--- src/rtl/pattgen.sv ---
// Serial pattern transmitter: shifts a 1..W bit pattern out MSB first, one bit per clock.
// Define PATTGEN_PARITY_EN to append an even-parity bit after the data bits of every frame.
module pattgen #(
    parameter int W   = 8,
    parameter int LW  = 4,
    parameter int GAP = 1
) (
    input  logic          clk,
    input  logic          rst_b,
    input  logic [W-1:0]  pat,
    input  logic [LW-1:0] len,
    input  logic          start,
    output logic          ready,
    output logic          o,
    output logic          o_en,
    output logic          done
);

    localparam int GW = (GAP > 0) ? $clog2(GAP + 1) : 1;
`ifdef PATTGEN_PARITY_EN
    localparam bit PAR_EN = 1'b1;
`else
    localparam bit PAR_EN = 1'b0;
`endif

    typedef enum logic [1:0] {
        ST_IDLE,
        ST_SHIFT,
        ST_GAP,
        ST_PAR
    } state_t;

    state_t        state_q, state_d;
    logic [W-1:0]  shreg_q, shreg_d;
    logic [LW-1:0] cnt_q, cnt_d;
    logic [GW-1:0] gap_q, gap_d;
    logic          o_q, o_d;
    logic          o_en_q, o_en_d;
    logic          done_q, done_d;
    logic          ready_q, ready_d;
    logic          frame_end;
    logic [LW-1:0] len_l;
    logic [W-1:0]  pat_aligned;
`ifdef PATTGEN_PARITY_EN
    logic          parity_q, parity_d;
`endif

    // Out-of-range lengths send the full pattern; left-align so the first bit is at the MSB.
    assign len_l       = (len == '0 || len > LW'(W)) ? LW'(W) : len;
    assign pat_aligned = pat << (LW'(W) - len_l);

    always_comb begin
        state_d   = state_q;
        shreg_d   = shreg_q;
        cnt_d     = cnt_q;
        gap_d     = gap_q;
        o_d       = 1'b0;
        o_en_d    = 1'b0;
        done_d    = 1'b0;
        ready_d   = 1'b0;
        frame_end = 1'b0;
`ifdef PATTGEN_PARITY_EN
        parity_d  = parity_q;
`endif
        case (state_q)
            ST_IDLE: begin
                ready_d = 1'b1;
                if (start) begin
                    shreg_d = pat_aligned;
                    cnt_d   = len_l;
                    state_d = ST_SHIFT;
                    o_d     = pat_aligned[W-1];
                    o_en_d  = 1'b1;
                    done_d  = (len_l == LW'(1)) && !PAR_EN;
                    ready_d = 1'b0;
`ifdef PATTGEN_PARITY_EN
                    parity_d = ^pat_aligned;
`endif
                end
            end
            ST_SHIFT: begin
                // cnt_q counts the bits still on the line, including the one shown now.
                if (cnt_q > LW'(1)) begin
                    shreg_d = {shreg_q[W-2:0], 1'b0};
                    cnt_d   = cnt_q - LW'(1);
                    o_d     = shreg_q[W-2];
                    o_en_d  = 1'b1;
                    done_d  = (cnt_q == LW'(2)) && !PAR_EN;
                end else begin
`ifdef PATTGEN_PARITY_EN
                    state_d = ST_PAR;
                    shreg_d = '0;
                    cnt_d   = '0;
                    o_d     = parity_q;
                    o_en_d  = 1'b1;
                    done_d  = 1'b1;
`else
                    frame_end = 1'b1;
`endif
                end
            end
            ST_PAR: begin
                frame_end = 1'b1;
            end
            ST_GAP: begin
                if (gap_q <= GW'(1)) begin
                    state_d = ST_IDLE;
                    ready_d = 1'b1;
                end else begin
                    gap_d = gap_q - GW'(1);
                end
            end
            default: begin
                state_d = ST_IDLE;
                ready_d = 1'b1;
            end
        endcase

        if (frame_end) begin
            shreg_d = '0;
            cnt_d   = '0;
            if (GAP > 0) begin
                state_d = ST_GAP;
                gap_d   = GW'(GAP);
            end else begin
                state_d = ST_IDLE;
                ready_d = 1'b1;
            end
        end
    end

    always_ff @(posedge clk or negedge rst_b) begin
        if (!rst_b) begin
            state_q <= ST_IDLE;
            shreg_q <= '0;
            cnt_q   <= '0;
            gap_q   <= '0;
            o_q     <= 1'b0;
            o_en_q  <= 1'b0;
            done_q  <= 1'b0;
            ready_q <= 1'b1;
        end else begin
            state_q <= state_d;
            shreg_q <= shreg_d;
            cnt_q   <= cnt_d;
            gap_q   <= gap_d;
            o_q     <= o_d;
            o_en_q  <= o_en_d;
            done_q  <= done_d;
            ready_q <= ready_d;
        end
    end

`ifdef PATTGEN_PARITY_EN
    always_ff @(posedge clk or negedge rst_b) begin
        if (!rst_b) begin
            parity_q <= 1'b0;
        end else begin
            parity_q <= parity_d;
        end
    end
`endif

    assign ready = ready_q;
    assign o     = o_q;
    assign o_en  = o_en_q;
    assign done  = done_q;

endmodule

--- config.mk ---
export PLATFORM = sky130hd
export DESIGN_NAME = pattgen
export DESIGN_NICKNAME = d
export VERILOG_FILES = /design/src/rtl/pattgen.sv
export SDC_FILE = /design/constraint.sdc
export NUM_CORES = 1
export LEC_CHECK = 0
export CORE_UTILIZATION = 45
export CTS_BUF_LIST = sky130_fd_sc_hd__clkbuf_2 sky130_fd_sc_hd__clkbuf_4 sky130_fd_sc_hd__clkbuf_8
export DETAILED_ROUTE_END_ITERATION = 12
export GPL_ROUTABILITY_DRIVEN = 0
export PLACE_DENSITY = 0.73
export REMOVE_ABC_BUFFERS = 1
export SYNTH_ARGS = -nofsm -noshare
export SYNTH_HDL_FRONTEND = slang
export SYNTH_SLANG_ARGS = --single-unit
export TNS_END_PERCENT = 5
--- constraint.sdc ---
create_clock -name clk -period 1.9 [get_ports clk]
set_clock_uncertainty 0.15 [all_clocks]
set_input_delay 0.19 -clock clk [delete_from_list [all_inputs] [get_ports clk]]
set_output_delay 0.19 -clock clk [all_outputs]
set_load 0.02 [all_outputs]
; Yosys cells after proc, flatten, opt, wreduce, memory -nomap -nowiden
; Index checks and enable logic that the tools add are counted.
[classes]
n_addsub = 3
magnitude_cmp = 3
eq_ne = 9
shifts = 1
mux = 30
reduce_logical = 9
[ops]
columns = cell, count
row1 = 7-bit two-way mux, 3
row2 = 4-bit two-way mux, 4
row3 = 7-bit case mux with 2 select lines, 1
row4 = 1-bit two-way mux, 12
row5 = 1-bit case mux with 2 select lines, 5
row6 = 3-bit inequality test (second input constant), 3
row7 = 4-bit case mux with 2 select lines, 1
row8 = 8-bit by 4-bit << shifter with 8-bit output, 1
row9 = 2-bit two-way mux, 3
row10 = 3-bit AND reduction, 2
row11 = 3-bit nonzero test, 2
row12 = 2-bit equality test (second input constant), 2
row13 = 4-bit by 1-bit equality test with 1-bit output (second input constant), 1
row14 = 4-bit by 2-bit equality test with 1-bit output (second input constant), 1
row15 = 4-bit by 1-bit greater-than comparator with 1-bit output (second input constant), 1
row16 = 4-bit greater-than comparator (second input constant), 1
row17 = 4-bit logical NOT, 1
row18 = 2-bit case mux with 2 select lines, 1
row19 = 4-bit by 1-bit subtractor with 4-bit output (second input constant), 1
row20 = 4-bit subtractor (first input constant), 1
row21 = 2-bit by 1-bit equality test with 1-bit output (second input constant), 1
row22 = 2-bit logical NOT, 1
row23 = 2-bit inequality test (second input constant), 1
row24 = 2-bit AND reduction, 1
row25 = 4 further kinds, 4
[totals]
ff_bits = 18
output_inout_bits = 4
wordCells = 63

; Longest topological paths before layout
[depth]
ltp_word = 8
depth_mapped = 9

; Worst setup path before layout
; Ideal clock, no wire load.
[synth_path]
path_type = flip-flop to flip-flop
start = reg cnt_q[0]
end = reg shreg_q[4]
setup_time_ns = 0.095
arrival_ns = 1.653
required_time_ns = 1.655
slack_ns = 0.001
path_stages_with_launch = 9
period_less_slack_ns = 1.899
path_cell_list = dfrtp_1 -> inv_1 -> ha_1 -> nor2_1 -> nor3_1 -> o21a_1 -> or2_2 -> clkbuf_2 -> o31ai_1
[synth_between]
elab_chain_len = 5
word_cells_on_any_way = 8
[synth_rtl]
columns = item, line
row1 = start: declaration, 35  ; logic [LW-1:0] cnt_q, cnt_d;
row2 = start signal: assignment, 145  ; cnt_q <= cnt_d;
row3 = 4-bit by 1-bit greater-than comparator with 1-bit output (*), 83  ; if (cnt_q > LW'(1)) begin
row4 = 1-bit two-way mux, 83
row5 = 1-bit case mux with 2 select lines, 65  ; case (state_q)
row6 = 3-bit inequality test (no line) / 3-bit nonzero test (equally long branches), n/a
row7 = 3-bit AND reduction (no line), n/a
row8 = end signal: assignment, 144  ; shreg_q <= shreg_d;
row9 = end: declaration, 34  ; logic [W-1:0] shreg_q, shreg_d;
; Mark *: on every way between the ends. The rest lies on a longest branch, timed or not.
; A chain may end at the register's enable or synchronous reset.

; Final worst setup path
; Same ends and word-level chain as after synthesis.

==> flow_summary.ini <==
[logic_synthesis]
yosysMostFrequentCell = dfrtp_1
async_flop_share = 1.00
yosys.area.top_type_share = 0.349
synth_common_cells = 16 x dfrtp_1, 14 x nor2_1, 13 x mux2i_1, 13 x nand2_1, 9 x o21ai_0
yosysWarnings = 0
syn_area_per_cell_sq_um = 9.39
yosys_most_used_dff = dfrtp_1
ys_seq_elements = 17
synth_edf_count = 0
synth_area_leaders = dfrtp_1 35%, mux2i_1 11%, ha_1 5.5%
postSynthCellCount = 122
synth.distinct_cells = 33
yosysTopAreaCell = dfrtp_1
syn_area_sq_mm = 0.00115
yosysSeqAreaShare = 0.372

[clock_network]
postCtsHoldBufs = 0
cts_buffer_depth = 2
root_buffer = clkbuf_4
clkTransAtPathRegs_ps = 100
cts_buffers = 3
clkSinkCount = 17
cts_tree = done
cts_htree_levels = 1
clkLatencyLatePin_ps = 300

[global_route]
grtUsageTotal = 0.232
grt_pass1_wl_microns = 4640
antenna_found_initial = 0
grt_max_degree = 12
grt_pass1_vias = 1101
overflow = 0

[pwr]
power_per_cell_area_mw_per_mm2 = 1230
ir_drop_uv = 629
p_leak_nw = 0.730

[setup_path]
crit_fanout = 5
slowest_stage = dfrtp_1
crit_type = flip-flop to flip-flop
end_kind = flip-flop
path_cells = inv_1 > ha_2 > nor2_4 > nor3_2 > o21a_1 > or2_4 > o31ai_2
slowest_delay_ps = 410
start_kind = flip-flop
cp_data_arrival_time_ps = 1900
required_ps = 1960

[sta]
min_period_ps = 1840
worstMarginPinSlew_ps = 473
setup_slack_ps = 58.1
holdWs_ps = 36.8
hold_viol = 0
slew-limit-headroom = 0.684
slew_viol_final = 0
clock.fmax_ghz = 0.543
final.setup.tns_ps = 0
setup_viol = 0
post-route-period-util = 0.969

[route]
ant_nets = 0
vias = 1051
dr.first_iter.drc_count = 11
viasPerCell = 5.62
wl_microns = 2820
dr.pass1.iters = 4
wl_per_cell_microns = 15.1
route.detailed.drc = 0

[placement]
dp_hpwl_microns = 2120
post-place-ws_ps = -464
place_area_sq_mm = 0.00146
io_buffers = 18

[min_path]
hold_path_class = primary input to async pin

[job]
maxCapViolations = 0

[finish]
final_area_sq_mm = 0.00157
area_growth_pct = 37.1
fill_cells = 184
drive_above_1_share = 0.252
antenna_cells = 0
layout.nets = 180

[die]
core_area_sq_mm = 0.00230
fp.dieH_microns = 52.5
num_rows = 17
ios = 19
start_util = 0.499
die_w_microns = 52.5
die-area_sq_mm = 0.00275

[outcome]
outcome = finished clean
-- layout by cell type, fill, tap and decap left out, types with 4 or more instances in the layout --
cell	synthesis	routed
a22oi_1	6	6
clkbuf_4	0	4
mux2i_1	13	13
nor2b_1	6	5
nor2_1	14	13
nand2_1	13	13
buf_4	0	19
clkdlybuf4s50_1	0	16
inv_1	5	5
dfrtp_1	16	16
o21ai_0	9	8
-- kinds of logic (layout without fill, tap and decap cells) --
kind of cell,count (synthesis),after routing,share of synthesized area
muxes,15,15,0.156
and+or+nand+nor,45,46,0.191
xor gates and xnor gates,1,1,0.0240
AOI/OAI and AO/OA,27,27,0.153
DFF,17,17,0.372
buffers and inverters,12,48,0.0491
adders and majority gates,5,5,0.0546
-- critical path, delay by kind of cell, from the launching register on --
kind / cells / cell delay, ps
AND/OR/NAND/NOR: 3 / 460
AO/OA/AOI/OAI: 2 / 450
flip-flops: 1 / 410
adder cells (fa/ha/maj): 1 / 210
buffers and inverters: 1 / 80
-- state kept, by name (all words and copies together) (netlist names) --
name	count
shreg_q	7
o_en	1
o	1
done	1
state_q	2
cnt_q	4
ready	1
-- worst paths after layout --
kind	to	slack [ps]	depth (start not counted)	startpoint
worst max-delay path	shreg_q[4]	60	7	cnt_q[0]
worst max register to register	shreg_q[4]	60	7	cnt_q[0]
worst min register to register	shreg_q[1]	350	2	shreg_q[1]
min in group clk	done	290	5	len[3]
max in group asynchronous	done	1080	2	rst_b
worst min-delay path	shreg_q[2]	40	1	rst_b
-- metal layers --
metal / global-route usage / vias up / wire length (microns)
li1: - / 507 / -
met1: 0.290 / 503 / 1270
met2: 0.388 / 30 / 1380
met3: 0.0174 / 11 / 71
met4: 0.132 / 0 / 96
met5: 0 / - / 0
-- stage by stage --
step           total power [mW]  utilization  cells
5_1_grt                    2.07        0.684    187
3_3_place_gp               1.53        0.637    180
6_report                   1.93        0.684    187
2_1_floorplan              1.17            -    116
4_1_cts                    1.82        0.664    185
3_5_place_dp               1.57        0.637    180
-- cell type report --
cell class	count	area, sq um	share of cell area
Multi-Input combinational cell	94	718	0.457
Clock buffer	4	30.0	0.0191
Timing Repair Buffer	38	339	0.216
Inverter	6	22.5	0.0143
Tap cell	28	35.0	0.0223
Sequential cell	17	427	0.271
-- what timing repair did --
action	CTS	global route
gates cloned	0	1
pin swaps	1	3
buffers inserted	1	1
setup endpoints to repair	10	10
hold endpoints to repair	0	0
resized for setup	7	11
-- where the power goes --
group	internal, mW	switching, mW
Combinational	0.507	0.565
Clock	0.0962	0.119
Sequential	0.517	0.123
No activity file was read; power rests on OpenSTA's default activity.
